--- src/rtl/dmem_arbiter.sv ---
// ---------------------------------------------------------------------------
// dmem_arbiter
//
// Shares the single-port data BRAM between the CPU load/store path and an
// auxiliary master (UART loader / copy engine). Grants are combinational and
// zero-latency; read data comes straight from the BRAM one cycle after the
// grant and is qualified by a registered rvalid per requester.
//
// The CPU wins every tie. The auxiliary master cannot starve, because a
// saturating wait counter forces it through after STARVE_LIMIT consecutive
// denied cycles. A denied CPU request is the CPU stall.
//
// Optional feature macro: DMEM_ARB_PERF_EN
//   defined   : cnt_conflict counts cycles with both requests high (wraps)
//   undefined : cnt_conflict is tied to zero and no counter is built
//
// Parameters:
//   ADDR_W       word-address width
//   STARVE_LIMIT denied aux cycles before aux is forced through (1..255)
//
// Ports:
//   clk, rst                          clock, async active-high reset
//   cpu_req/we/adr/wdata              CPU request fields
//   cpu_gnt, cpu_rvalid, cpu_rdata    CPU responses
//   aux_req/we/adr/wdata              auxiliary request fields
//   aux_gnt, aux_rvalid, aux_rdata    auxiliary responses
//   mem_adr, mem_din, mem_wea         BRAM port A controls
//   mem_dout                          BRAM read data (registered in BRAM)
//   cnt_conflict                      conflict-cycle counter
// ---------------------------------------------------------------------------
module dmem_arbiter #(
  parameter int ADDR_W       = 14,
  parameter int STARVE_LIMIT = 8
) (
  input  logic              clk,
  input  logic              rst,
  input  logic              cpu_req,
  input  logic [3:0]        cpu_we,
  input  logic [ADDR_W-1:0] cpu_adr,
  input  logic [31:0]       cpu_wdata,
  output logic              cpu_gnt,
  output logic              cpu_rvalid,
  output logic [31:0]       cpu_rdata,
  input  logic              aux_req,
  input  logic [3:0]        aux_we,
  input  logic [ADDR_W-1:0] aux_adr,
  input  logic [31:0]       aux_wdata,
  output logic              aux_gnt,
  output logic              aux_rvalid,
  output logic [31:0]       aux_rdata,
  output logic [ADDR_W-1:0] mem_adr,
  output logic [31:0]       mem_din,
  output logic [3:0]        mem_wea,
  input  logic [31:0]       mem_dout,
  output logic [31:0]       cnt_conflict
);

  localparam logic [7:0] LIMIT = 8'(STARVE_LIMIT);

  logic [7:0] starve_cnt_q, starve_cnt_d;
  logic       rd_cpu_q, rd_cpu_d;
  logic       rd_aux_q, rd_aux_d;
  logic       force_aux;

  // Grant decision and BRAM port mux. When nobody is granted the CPU fields
  // still drive the address so a stalled CPU keeps a stable BRAM address, but
  // the write enables are forced to zero.
  always_comb begin
    force_aux = aux_req && (starve_cnt_q >= LIMIT);
    aux_gnt   = aux_req && (!cpu_req || force_aux);
    cpu_gnt   = cpu_req && !aux_gnt;

    if (aux_gnt) begin
      mem_adr = aux_adr;
      mem_din = aux_wdata;
      mem_wea = aux_we;
    end else begin
      mem_adr = cpu_adr;
      mem_din = cpu_wdata;
      mem_wea = cpu_gnt ? cpu_we : 4'h0;
    end
  end

  // Next-state for the starvation counter and the read trackers. The counter
  // only grows while aux is actually waiting and saturates instead of wrapping.
  always_comb begin
    starve_cnt_d = starve_cnt_q;
    if (aux_gnt || !aux_req) begin
      starve_cnt_d = 8'd0;
    end else if (starve_cnt_q != 8'hFF) begin
      starve_cnt_d = starve_cnt_q + 8'd1;
    end

    rd_cpu_d = cpu_gnt && (cpu_we == 4'h0);
    rd_aux_d = aux_gnt && (aux_we == 4'h0);
  end

  // State registers. Async reset drops any pending rvalid immediately.
  always_ff @(posedge clk or posedge rst) begin
    if (rst) begin
      starve_cnt_q <= 8'd0;
      rd_cpu_q     <= 1'b0;
      rd_aux_q     <= 1'b0;
    end else begin
      starve_cnt_q <= starve_cnt_d;
      rd_cpu_q     <= rd_cpu_d;
      rd_aux_q     <= rd_aux_d;
    end
  end

  // Both requesters see the raw BRAM output; rvalid says whose data it is.
  assign cpu_rvalid = rd_cpu_q;
  assign aux_rvalid = rd_aux_q;
  assign cpu_rdata  = mem_dout;
  assign aux_rdata  = mem_dout;

`ifdef DMEM_ARB_PERF_EN
  logic [31:0] cnt_conflict_q, cnt_conflict_d;

  // Counts every cycle in which both masters want the port; wraps naturally.
  always_comb begin
    cnt_conflict_d = cnt_conflict_q;
    if (cpu_req && aux_req) begin
      cnt_conflict_d = cnt_conflict_q + 32'd1;
    end
  end

  always_ff @(posedge clk or posedge rst) begin
    if (rst) begin
      cnt_conflict_q <= 32'd0;
    end else begin
      cnt_conflict_q <= cnt_conflict_d;
    end
  end

  assign cnt_conflict = cnt_conflict_q;
`else
  assign cnt_conflict = 32'd0;
`endif

endmodule
--- config.mk ---
export PLATFORM = sky130hd
export DESIGN_NAME = dmem_arbiter
export DESIGN_NICKNAME = d
export VERILOG_FILES = /design/src/rtl/dmem_arbiter.sv
export SDC_FILE = /design/constraint.sdc
export NUM_CORES = 1
export LEC_CHECK = 0
export BUFFER_PORTS_ARGS = -buffer_cell sky130_fd_sc_hd__buf_2
export CELL_PAD_IN_SITES_DETAIL_PLACEMENT = 1
export CELL_PAD_IN_SITES_GLOBAL_PLACEMENT = 1
export CORE_AREA = 2 2 111 113
export CTS_CLUSTER_SIZE = 30
export DETAILED_ROUTE_END_ITERATION = 12
export DIE_AREA = 0 0 113 115
export GPL_TIMING_DRIVEN = 0
export PLACE_DENSITY_LB_ADDON = 0.1
export SLEW_MARGIN = 20
export SYNTH_ARGS = -nofsm -noshare
export SYNTH_HDL_FRONTEND = slang
export SYNTH_SLANG_ARGS = --single-unit
--- constraint.sdc ---
create_clock -name clk -period 7.2 [get_ports clk]
set_clock_uncertainty 0.15 [all_clocks]
set_input_delay 1.44 -clock clk [delete_from_list [all_inputs] [get_ports clk]]
set_output_delay 1.44 -clock clk [all_outputs]
set_load 0.05 [all_outputs]
======== Word level (Yosys, flattened, before mapping) ========
Index checks and enable logic that the tools add are counted.
W data, S select, Z words.
word-level totals
  register bits after elaboration ......... 10
  output and inout port bits .............. 150
  logic and storage cells ................. 25
  input bits .............................. 136
cells by class
  eq/ne operators ......................... 1
  mux-type cells .......................... 6
  reductions and logical operators ........ 13
  add/sub/neg operators ................... 1
  order comparisons ....................... 1
operators with widths
  kind                   count
  $mux W32               1
  $mux W8                2
  $mux W14               1
  $add A8 B1 Y8 const B  1
  $ge A8 B4 Y1 const B   1
  $logic_not A4 Y1       2
  $mux W4                2
  $ne A8 B8 Y1 const B   1
  $logic_and A1 B1 Y1    5
  $logic_not A1 Y1       3
  $logic_or A1 B1 Y1     2
  $reduce_bool A2 Y1     1

======== Depth between registers and ports, before layout ========
  depth after elaboration ................. 8
  mapped depth ............................ 5
  depth with buffers taken out ............ 4

======== Worst setup path before layout ========
No wires, ideal clock.
  path type ............................... input -> output
  start ................................... input port cpu_req
  end ..................................... output port mem_wea[0]
  cell stages on the path ................. 3
  required time ........................... 5.610 ns
  arrival ................................. 3.017 ns
  buffers on the path ..................... 0
  setup slack ............................. 2.593 ns
  cells stage by stage .................... nand2b_1 o22ai_1 a22o_1
on the way
  longest elaborated chain between the ends .. 7
RTL lines
  element                  RTL line  RTL
  from (decl)              37        input logic cpu_req,
  $logic_not A1 Y1         70        aux_gnt = aux_req && (!cpu_req || force_aux);
  $logic_or A1 B1 Y1       70
  $logic_and A1 B1 Y1      70
  $logic_not A1 Y1         71        cpu_gnt = cpu_req && !aux_gnt;
  $logic_and A1 B1 Y1 (*)  71
  net cpu_gnt              41        output logic cpu_gnt,
  $mux W4 (*)              80        mem_wea = cpu_gnt ? cpu_we : 4'h0;
  $mux W4 (*)              73        if (aux_gnt) begin
  to (decl)                53        output logic [3:0] mem_wea,
The timed path passes the listed nets; every way through them passes the cells marked *.

======== Worst setup path in the final report ========
  start ................................... input port cpu_req
  end ..................................... output port mem_din[18]
on the way
  longest elaborated chain between the ends .. 4
RTL lines
  element              RTL line  RTL
  $logic_not A1 Y1     70
  $logic_or A1 B1 Y1   70
  $logic_and A1 B1 Y1  70
  $mux W32             73
  to (decl)            52        output logic [31:0] mem_din,
Every way passes these cells.

==> results_dict.tcl <==
set metrics [dict create \
    dieArea_mm2 0.0130 \
    first_pass_iters 10 \
    dr_total_vias 2149 \
    synth_ff_type "dfrtp_1" \
    diodes 0 \
    track_usage_pct 10.8 \
    nets 590 \
    worstReg2RegEnd "aux_rvalid" \
    overflow 0 \
    initial_core_util_pct 15.7 \
    synth_warnings 0 \
    r2r-start "starve_cnt_q[6]" \
    fillCellCount 1482 \
    worstHoldPathCells 1 \
    insertion_delay_ps 230 \
    ys_seq_elements 10 \
    synth.avg_cell_area_um2 9.71 \
    yosysTopAreaCellShare_pct 39.6 \
    worstPathArrival_ps 2710 \
    ant_nets 0 \
    min_to "starve_cnt_q[2]" \
    core_mm2 0.0118 \
    cts_made_buffers 3 \
    drc_errors 19 \
    endpoint_kind "output port" \
    finalSetupViolations 0 \
    crit_required_ps 5610 \
    cp-start-kind "input port" \
    fmax_mhz 233 \
    post_cts_buffers 0 \
    ctsResizeCount 0 \
    gp_congestion 0.688 \
    synth.largest_area_cell "buf_4" \
    cts_root_buffer "clkbuf_16" \
    grt_pass1_vias 2093 \
    post-route-period-util_pct 59.7 \
    synth.area.top_cells "buf_4, mux2_2, mux2_4" \
    io_buffers 221 \
    critical_path_class "input port to output port" \
    synthArstFlopShare_pct 100 \
    fin_tns_setup_ps 0 \
    synthCells 191 \
    r2r_cells 5 \
    instances_no_fill 597 \
    finalInstanceArea_mm2 0.00335 \
    synth.distinct_cells 28 \
    grt_start_max_net_pins 11 \
    regArea_um2 250 \
    placed_area_mm2 0.00328 \
    clk_path_buf_depth 2 \
    maxCapViolations 0 \
    period_minus_slack_ps 4300 \
    cts_tree "done" \
    dpl.hpwl_mm 7.54 \
    rsz0062_at_grt "no" \
    grt_first_pass_wirelength_mm 11.1 \
    pin_count 286 \
    synth_edf_count 0 \
    ir_drop_mv 0.0667 \
    die_w_um 113 \
    dp.cells 594 \
    slew_violations 0 \
    wl_per_cell_um 13.5 \
    place_ws_ps 2870 \
    setup_slack_ps 2900 \
    clk_pin_slew_worst_paths_ps 40 \
    drive_gt1_share_pct 83.1 \
    vias_per_cell 3.60 \
    rows 40 \
    syn_to_final_growth_pct 80.6 \
    die_h_um 115 \
    path_max_fanout 10 \
    rrSetupSlack_ps 5290 \
    cts_hold_buf 0 \
    power_leakage_uw 0.00202 \
    min_path_type "flop to flop" \
    clock-sinks 10 \
    status "complete, but fails checks" \
    ys_seq_area_share_pct 13.5 \
    utilization_pct 28.4 \
    multi_input_area_um2 927 \
    wirelength_mm 8.08 \
    h-tree-depth 1 \
    power_density_mw_per_mm2 150 \
    dr.first_iter.drc_count 48 \
    syn_area_mm2 0.00186 \
    hold_start "starve_cnt_q[2]" \
    hold_viol 0 \
    antenna_found_initial 0 \
    violations "design-rule violations" \
]
-- worst max-delay path, cell delays in order --
cell	delay [ps]
buf_2	90
nand2b_1	80
o21ai_2	200
buf_6	200
buf_12	160
mux2_4	300
buf_2	210
-- per-stage QoR --
step                      hold slack (ps)  power (µW)
after global placement                340         409
after CTS                             354         507
after floorplan                       313         338
after detailed placement              351         411
final                                 361         504
after global routing                  386         524
-- cell usage after synthesis, types with 2 or more instances --
| library cell | count |
|---|---|
| a22o_1 | 4 |
| and4_1 | 2 |
| buf_12 | 2 |
| buf_4 | 98 |
| dfrtp_1 | 10 |
| ha_1 | 2 |
| inv_1 | 5 |
| mux2_2 | 27 |
| mux2_4 | 19 |
| nand3_1 | 2 |
| nor2_1 | 2 |
| nor4_1 | 2 |
-- worst max-delay path by stage --
| stage | from | endpoint | depth (start not counted) |
|---|---|---|---|
| CTS | cpu_req | mem_din[19] | 7 |
| detailed placement | cpu_req | mem_din[19] | 7 |
| finish | cpu_req | mem_din[18] | 7 |
| global placement | cpu_req | mem_din[23] | 7 |
| global route | cpu_req | mem_din[18] | 7 |
| floorplan | cpu_req | mem_wea[0] | 3 |
-- power by group --
part	internal [µW]	switching, µW
sequential	57.8	1.52
clock	71.8	23.1
combinational	112	238
total	241	263
-- cell type report --
cell class / count / area share [%]
Buffer: 101 / 23.5
Sequential cell: 10 / 7.47
Inverter: 6 / 0.672
Timing Repair Buffer: 221 / 33.0
Clock buffer: 3 / 2.24
Tap cell: 147 / 5.49
Multi-Input combinational cell: 109 / 27.7
-- flip-flops by register name (all words and copies together), names as in the netlist --
name and count:
aux_rvalid 1, cpu_rvalid 1, starve_cnt_q 8
-- per-layer routing --
metal / part of all wire (%) / GRT usage, % / wire length, µm / vias to the layer above
met4: 0.21 / 0.650 / 17 / 0
li1: - / - / - / 1033
met3: 11 / 3.37 / 918 / 2
met2: 58 / 23.0 / 4710 / 143
met5: 0 / 0 / 0 / -
met1: 30 / 10.4 / 2440 / 971
-- placed cells by master, fill, tap and decap left out, drive strengths merged --
cell	synthesis	final
and2	1	1
o22ai	1	1
and4	2	2
o2111ai	1	1
nor2b	1	1
conb	1	36
nand2b	1	1
ha	2	2
nand3	2	2
a41oi	1	1
inv	6	6
nor4	2	2
nor2	2	2
or4	2	2
nand4	1	1
a21oi	1	1
buf	101	322
o21ai	1	1
a31oi	1	1
dfrtp	10	10
clkbuf	0	3
a211oi	1	1
a22o	4	4
mux2	46	46
-- logic make-up (layout without fill, tap and decap cells) --
family	count (synthesis)	count (layout)	synth area share [%]
flops	10	10	13.5
simple gates	14	14	4.92
mux	46	46	31.8
buf+inv	107	331	43.6
compound gates	11	11	4.65
fa+ha+maj	2	2	1.35
other cells	1	36	0.202
No activity file was read; power rests on OpenSTA's default activity.
